--- config.mk ---
export PLATFORM = sky130hd
export DESIGN_NAME = cache_control
export DESIGN_NICKNAME = d
export VERILOG_FILES = /design/src/rtl/cache_pkg.sv /design/src/rtl/cache_control.sv
export SDC_FILE = /design/constraint.sdc
export NUM_CORES = 1
export LEC_CHECK = 0
export ABC_AREA = 1
export CAP_MARGIN = 0
export CELL_PAD_IN_SITES_DETAIL_PLACEMENT = 1
export CELL_PAD_IN_SITES_GLOBAL_PLACEMENT = 1
export CORE_MARGIN = 2
export CORE_UTILIZATION = 20
export CTS_CLUSTER_SIZE = 20
export DETAILED_ROUTE_END_ITERATION = 8
export PLACE_DENSITY = 0.79
export SYNTH_ARGS = -nofsm -noshare
export SYNTH_HDL_FRONTEND = slang
export SYNTH_SLANG_ARGS = --single-unit
--- constraint.sdc ---
create_clock -name clk -period 1.65 [get_ports clk]
set_clock_uncertainty 0.15 [all_clocks]
set_input_delay 0.2475 -clock clk [delete_from_list [all_inputs] [get_ports clk]]
set_output_delay 0.2475 -clock clk [all_outputs]
set_load 0.01 [all_outputs]
--- src/rtl/cache_pkg.sv ---
// Shared types for the two-way cache controller: FSM state encoding and way index.
package cache_pkg;

  typedef enum logic [1:0] {
    IDLE      = 2'd0,
    WRITEBACK = 2'd1,
    ALLOCATE  = 2'd2
  } state_e;

  typedef logic way_t;

endpackage

--- src/rtl/cache_control.sv ---
// Two-way set-associative cache controller: zero-wait hits in IDLE, with
// WRITEBACK of a dirty victim and ALLOCATE of the missing line on a miss.
module cache_control
  import cache_pkg::*;
#(
  parameter int s_index = 3
) (
  input  logic       clk,
  input  logic       rst_n,
  input  logic       mem_read,
  input  logic       mem_write,
  output logic       mem_resp,
  input  logic [1:0] hit,
  input  logic [1:0] dirty,
  input  logic       lru,
  output logic       pmem_read,
  output logic       pmem_write,
  input  logic       pmem_resp,
  output logic [1:0] load_data,
  output logic [1:0] load_tag,
  output logic [1:0] load_valid,
  output logic [1:0] load_dirty,
  output logic       dirty_in,
  output logic       load_lru,
  output logic       lru_in,
  output logic       data_sel,
  output logic       pmem_addr_sel
);

  if (s_index < 1) begin : g_bad_s_index
    $error("cache_control: s_index must be at least 1");
  end

  state_e state_q, state_d;
  way_t   victim_q, victim_d;
  way_t   hit_way;
  logic   req;

  assign req     = mem_read | mem_write;
  assign hit_way = ~hit[0];

  always_ff @(posedge clk or negedge rst_n) begin
    if (!rst_n) begin
      state_q  <= IDLE;
      victim_q <= 1'b0;
    end else begin
      state_q  <= state_d;
      victim_q <= victim_d;
    end
  end

  // Outputs are additionally gated by rst_n so every strobe drops the moment reset asserts.
  always_comb begin
    state_d       = state_q;
    victim_d      = victim_q;
    mem_resp      = 1'b0;
    pmem_read     = 1'b0;
    pmem_write    = 1'b0;
    load_data     = 2'b00;
    load_tag      = 2'b00;
    load_valid    = 2'b00;
    load_dirty    = 2'b00;
    dirty_in      = 1'b0;
    load_lru      = 1'b0;
    lru_in        = 1'b0;
    data_sel      = 1'b0;
    pmem_addr_sel = 1'b0;

    if (rst_n) begin
      unique case (state_q)
        IDLE: begin
          if (req) begin
            if (|hit) begin
              mem_resp = 1'b1;
              load_lru = 1'b1;
              lru_in   = ~hit_way;
              if (mem_write) begin
                load_data[hit_way]  = 1'b1;
                load_dirty[hit_way] = 1'b1;
                dirty_in            = 1'b1;
                data_sel            = 1'b0;
              end
            end else begin
              victim_d = lru;
              state_d  = dirty[lru] ? WRITEBACK : ALLOCATE;
            end
          end
        end

        WRITEBACK: begin
          pmem_write    = 1'b1;
          pmem_addr_sel = 1'b1;
          if (pmem_resp) begin
            load_dirty[victim_q] = 1'b1;
            dirty_in             = 1'b0;
            state_d              = ALLOCATE;
          end
        end

        ALLOCATE: begin
          pmem_read     = 1'b1;
          pmem_addr_sel = 1'b0;
          if (pmem_resp) begin
            load_data[victim_q]  = 1'b1;
            load_tag[victim_q]   = 1'b1;
            load_valid[victim_q] = 1'b1;
            load_dirty[victim_q] = 1'b1;
            data_sel             = 1'b1;
            dirty_in             = 1'b0;
            state_d              = IDLE;
          end
        end

        default: state_d = IDLE;
      endcase
    end
  end

endmodule

==> results.json, run 1 <==
{
  "wl_met2_microns": 1100,
  "fp.dieH_microns": 51.0,
  "antenna_left": 0,
  "drive_gt1_share_pct": 54.9,
  "grt_pass1_wl_microns": 2910,
  "antenna_found_initial": 0,
  "num_rows": 17,
  "yosysWarningCount": 0,
  "reg2reg_to": "state_q[1]",
  "path_delay_family": "flip-flops",
  "htree_levels": 1,
  "port_buffers": 25,
  "synth-simple-area-share_pct": 43.3,
  "comb_power_share_pct": 76.7,
  "p_per_area_nw_per_um2": 1170,
  "r2r_slack_ps": -70,
  "wirelength_microns": 1840,
  "path_buf_inv": 2,
  "power_switching_mw": 0.520,
  "synth_xor_area_share_pct": 0,
  "dpl_cell_area_sq_um": 802,
  "path_cells": "buf_6, ha_4, or2_1, a21oi_1, buf_2",
  "hold_buffers": 0,
  "cp.arrival_ps": 1430,
  "setup_ws_ps": -177,
  "synth_seq_cells": 3,
  "slowest_stage": "dfrtp_1",
  "worst_slew_pin_slew_ps": 329,
  "period_share_pct": 111,
  "synth_mux_area_share_pct": 0,
  "grt_max_degree": 8,
  "clk_pin_slew_ps": 40,
  "antenna-diode-count": 0,
  "ioPinCount": 26,
  "reg2reg_depth": 12,
  "status": "finished, violations left",
  "min_path_type": "input pin to async pin",
  "r2r-start": "state_q[1]",
  "fill_cells": 267,
  "finalSetupViolCount": 15,
  "p_int_mw": 0.658,
  "syn_area_sq_um": 442,
  "grt_pass1_vias": 649,
  "ys_types": 16,
  "drt_pre_antenna_iters": 4,
  "max_cap_viol_count": 0,
  "seqPwrFrac_pct": 12.3,
  "fin_tns_setup_ps": -1740,
  "final_common_cell": "nand2_1",
  "viasPerCell": 4.07,
  "p_sw_share_pct": 44.2,
  "synthesis.nets": 93,
  "end_kind": "primary output",
  "wirelength_met1_microns": 705,
  "synth_fa_ha_area_share_pct": 11.3,
  "cts_sinks": 3,
  "cts-buffers-inserted": 3,
  "hold_violations": 0,
  "grt_overflow": 0,
  "synth_compound_area_share_pct": 7.08,
  "layout.nets": 137,
  "crit_type": "flop to primary output",
  "synth_top_family_by_area": "simple AND/OR/NAND/NOR gates",
  "root_buffer": "clkbuf_4",
  "start_util_pct": 20.6,
  "globalplace.congestion": 0.724,
  "cp_max_fo": 3,
  "clock_latency_ps": 230,
  "relSlewSlack_pct": 78.0,
  "wl_per_cell_microns": 12.3,
  "rsz0062_at_grt": "yes",
  "p_clk_share_pct": 11.0,
  "grt_usage_pct": 15.5,
  "max_freq_mhz": 547,
  "failed_checks": "negative setup slack",
  "p_leak_nw": 0.529,
  "period_needed_ps": 1830,
  "syn_area_per_cell_sq_um": 5.59,
  "crit_required_ps": 1250,
  "multi_input_area_sq_um": 428,
  "core_area_sq_um": 2150,
  "design_area_sq_um": 1010,
  "ys_seq_area_share_pct": 17.0,
  "cp-start-kind": "flop",
  "final_cell_mix": "nand2_1, buf_6, buf_4, inv_1, clkdlybuf4s50_1",
  "syn_inst": 79,
  "num_vias": 611,
  "area_growth_pct": 129,
  "dp_hpwl_microns": 1310,
  "tritoncts": "yes",
  "route.met3.wl_microns": 38,
  "die_w_microns": 51.0,
  "first_iter_violations": 7,
  "vdd_ir_drop_max_mv": 0.441,
  "drc": 0,
  "dr.max_layer_used": "met3",
  "die_area_sq_um": 2600,
  "final_max_slew_viol_count": 0,
  "cts_buffer_depth": 2,
  "regArea_sq_um": 75.1,
  "max_stage_delay_ps": 390
}
==> routing by layer <==
metal	up-vias	track usage, %
met5	-	0
met4	0	6.76
met3	0	1.75
met2	15	32.9
met1	279	14.2
li1	317	-
==> power groups by stage <==
stage | sequential [mW] | combinational, mW | clock [mW]
floorplan | 0.132 | 0.329 | 0
global placement | 0.127 | 0.603 | 0
detailed placement | 0.130 | 0.631 | 0
CTS | 0.142 | 0.785 | 0.135
global route | 0.151 | 0.982 | 0.140
finish | 0.145 | 0.903 | 0.129
==> cell families after synthesis <==
kind of cell,Yosys count
AND/OR/NAND/NOR,46
adder cells (fa/ha/maj),4
flip-flops,3
AO/OA/AOI/OAI,6
buffers and inverters,20
==> metrics by stage <==
stage / instances / hold WS [ps] / power (mW) / setup slack [ps] / utilization, %
floorplan: 79 / -198 / 0.461 / -26.4 / -
global placement: 141 / 385 / 0.731 / -464 / 37.3
detailed placement: 141 / 395 / 0.761 / -547 / 37.3
CTS: 148 / 213 / 1.06 / -177 / 42.1
global route: 150 / 254 / 1.27 / -256 / 47.1
finish: 150 / 249 / 1.18 / -177 / 47.1
==> sequential cells by signal, summed over array words and instances, names as in the netlist <==
register and cells:
state_q 2, victim_q 1
==> worst max path at each step <==
stage / from / depth (start not counted) / end
2_1_floorplan: state_q[0] / 7 / mem_resp
3_3_place_gp: rst_n / 5 / lru_in
3_5_place_dp: rst_n / 5 / lru_in
4_1_cts: state_q[0] / 6 / mem_resp
5_1_grt: state_q[0] / 5 / load_dirty[1]
6_report: state_q[0] / 5 / load_dirty[1]
==> timing repair <==
| action | CTS | global route |
|---|---|---|
| resized for setup | 97 | 21 |
| pin swaps | 10 | 9 |
| cloned | 0 | 0 |
| setup endpoints to repair | 16 | 18 |
| setup buffers | 3 | 2 |
==> area by class of cell <==
cell class                 instances  share of cell area [%]
tap                               28                    3.47
timing repair buffer              44                    38.6
multi-input combinational         56                    42.3
inverter                          15                    5.57
sequential                         3                    7.43
clock buffer                       4                    2.60
==> synth_stat cells, drive strengths merged <==
| cell | n | share of area (%) |
|---|---|---|
| a21oi | 2 | 2.3 |
| a31oi | 1 | 1.4 |
| buf | 5 | 8.5 |
| dfrtp | 3 | 17 |
| ha | 4 | 11 |
| inv | 15 | 13 |
| nand2 | 26 | 22 |
| nand3 | 4 | 4.5 |
| nand4 | 1 | 1.4 |
| nor2 | 12 | 11 |
| nor3 | 1 | 1.1 |
| o21ai | 3 | 3.4 |
| or2 | 2 | 3.4 |
==> worst reg2reg max path, cell delays in order, from the launching register on <==
cell and delay [ps]:
dfrtp_1 370, inv_2 60, buf_4 130, buf_6 110, ha_4 160, buf_4 130, buf_6 110, nand2_4 50
nand2_1 50, nor2_1 100, nand2_1 80, nand2_1 80, nand2_1 50
(Power assumes the default switching activity.)
==> run 2, diff against run 1 <==
--- a/config.mk
+++ b/config.mk
@@ -10,10 +10,10 @@
 export CELL_PAD_IN_SITES_DETAIL_PLACEMENT = 1
 export CELL_PAD_IN_SITES_GLOBAL_PLACEMENT = 1
 export CORE_MARGIN = 2
-export CORE_UTILIZATION = 20
+export CORE_UTILIZATION = 22
 export CTS_CLUSTER_SIZE = 20
 export DETAILED_ROUTE_END_ITERATION = 8
-export PLACE_DENSITY = 0.79
+export PLACE_DENSITY = 0.83
 export SYNTH_ARGS = -nofsm -noshare
 export SYNTH_HDL_FRONTEND = slang
 export SYNTH_SLANG_ARGS = --single-unit
==> constraint.sdc (replaced) <==
create_clock -name clk -period 2 [get_ports clk]
set_clock_uncertainty 0.15 [all_clocks]
set_input_delay 0.3 -clock clk [delete_from_list [all_inputs] [get_ports clk]]
set_output_delay 0.3 -clock clk [all_outputs]
set_load 0.01 [all_outputs]
==> results.json, run 2 (synthesis results as in run 1) <==
{
  "status": "finished, final reports clean",
  "rsz0062_at_grt": "yes",
  "first_iter_violations": 6,
  "vdd_ir_drop_max_mv": 0.383,
  "clk_pin_slew_ps": 40,
  "p_int_mw": 0.398,
  "cts_setup_buffers": 0,
  "p_clk_share_pct": 15.0,
  "crit_required_ps": 1550,
  "viasPerCell": 4.29,
  "grt_pass1_wl_microns": 2440,
  "dp_slack_ps": -340,
  "drc": 0,
  "reg_top3": "state_q x2, victim_q x1",
  "cts_sinks": 3,
  "wl_per_cell_microns": 10.8,
  "cp.arrival_ps": 1480,
  "cts_buffer_depth": 2,
  "cp_max_fo": 4,
  "finalSetupViolCount": 0,
  "max_freq_mhz": 519,
  "cts-buffers-inserted": 3,
  "globalplace.congestion": 0.754,
  "period_needed_ps": 1930,
  "grt_usage_pct": 12.8,
  "setup_ws_ps": 72.8,
  "drt_pre_antenna_iters": 4,
  "final_max_slew_viol_count": 0,
  "port_buffers": 25,
  "power_switching_mw": 0.306,
  "fp.dieH_microns": 48.8,
  "antenna-diode-count": 0,
  "comb_power_share_pct": 69.3,
  "p_per_area_nw_per_um2": 906,
  "final_common_cell": "nand2_1",
  "end_kind": "primary output",
  "worst_slew_pin_slew_ps": 162,
  "top_register": "state_q",
  "largest_reg_flops": 2,
  "max_cap_viol_count": 0,
  "start_util_pct": 23.0,
  "p_leak_nw": 0.465,
  "period_share_pct": 96.4,
  "htree_levels": 1,
  "num_vias": 613,
  "tritoncts": "yes",
  "grt_pass1_vias": 610,
  "r2r_slack_ps": 500,
  "power_mw": 0.704,
  "core_area_sq_um": 1920,
  "wirelength_microns": 1540,
  "seqPwrFrac_pct": 15.7,
  "p_sw_share_pct": 43.4,
  "die_w_microns": 48.8,
  "min_path_type": "input pin to async pin",
  "final_cell_mix": "nand2_1, inv_1, buf_4, nor2_1, clkdlybuf4s50_1",
  "dp_hpwl_microns": 1350,
  "clock_latency_ps": 230,
  "drive_gt1_share_pct": 30.2,
  "relSlewSlack_pct": 89.2,
  "num_rows": 16,
  "die_area_sq_um": 2380,
  "layout.nets": 131,
  "crit_type": "flop to primary output",
  "ioPinCount": 26,
  "grt_max_degree": 6,
  "antenna_left": 0,
  "cp-start-kind": "flop",
  "hold_violations": 0,
  "area_growth_pct": 75.9,
  "antenna_found_initial": 0,
  "grt_overflow": 0,
  "root_buffer": "clkbuf_4"
}
run 2: cell types whose count changed in the layout (fill, tap and decap cells not counted), moves of 4 or more:
cell,before,now
nand2_1,20,26
buf_6,14,0
nand2_2,4,0
nor2_4,5,0
clkbuf_2,0,6
nor2_1,4,8
dlygate4sd2_1,0,6
run 2: final cells by class:
cell class	instances	area [sq um]
clock buffer	4	26.3
sequential	3	75.1
timing repair buffer	38	290
tap	27	33.8
inverter	15	56.3
multi-input combinational	56	295
fill	279	1140
run 2: worst paths after layout:
kind	cells after the start	startpoint	end
worst max-delay path	6	state_q[0]	load_valid[1]
worst min-delay path	2	rst_n	victim_q
worst max register to register	7	state_q[0]	victim_q
worst min register to register	2	victim_q	victim_q
max in group asynchronous	2	rst_n	state_q[0]
min in group clk	2	victim_q	victim_q
run 2: critical path, stage by stage, from the launching register on:
cell and delay [ps]:
dfrtp_1 380, inv_2 90, buf_4 110, ha_2 200, nand3_1 120, nor2_2 120
clkdlybuf4s15_1 240
run 2: metal layers:
| layer | global-route usage [%] | up-vias | part of all wire (%) |
|---|---|---|---|
| met3 | 0.920 | 0 | 3.2 |
| met5 | 0 | - | 0 |
| met1 | 12.9 | 289 | 41 |
| met2 | 26.7 | 16 | 56 |
| li1 | - | 308 | - |
| met4 | 4.29 | 0 | 0 |
run 2: stage by stage:
step	cell area, sq um	std cells	TNS [ps]	hold WS (ps)	utilization [%]
detailed placement	786	139	-3460	409	40.9
global route	777	143	-13.4	44.3	40.4
global placement	786	139	-2600	395	40.9
floorplan	442	79	0	-146	-
CTS	798	143	-40.4	28.4	41.5
finish	777	143	0	24.3	40.4
run 2: timing repair:
item / 4_1_cts / 5_1_grt
hold buffers: 0 / 0
gates resized for setup: 32 / 18
endpoints found under the setup margin: 16 / 10
run 2: power groups by stage:
stage                     Clock [mW]  Sequential (mW)  Combinational, mW
after floorplan                    0            0.109              0.266
after global placement             0            0.106              0.481
after detailed placement           0            0.109              0.500
after CTS                      0.109            0.108              0.480
after global routing           0.112            0.115              0.547
final                          0.106            0.110              0.488
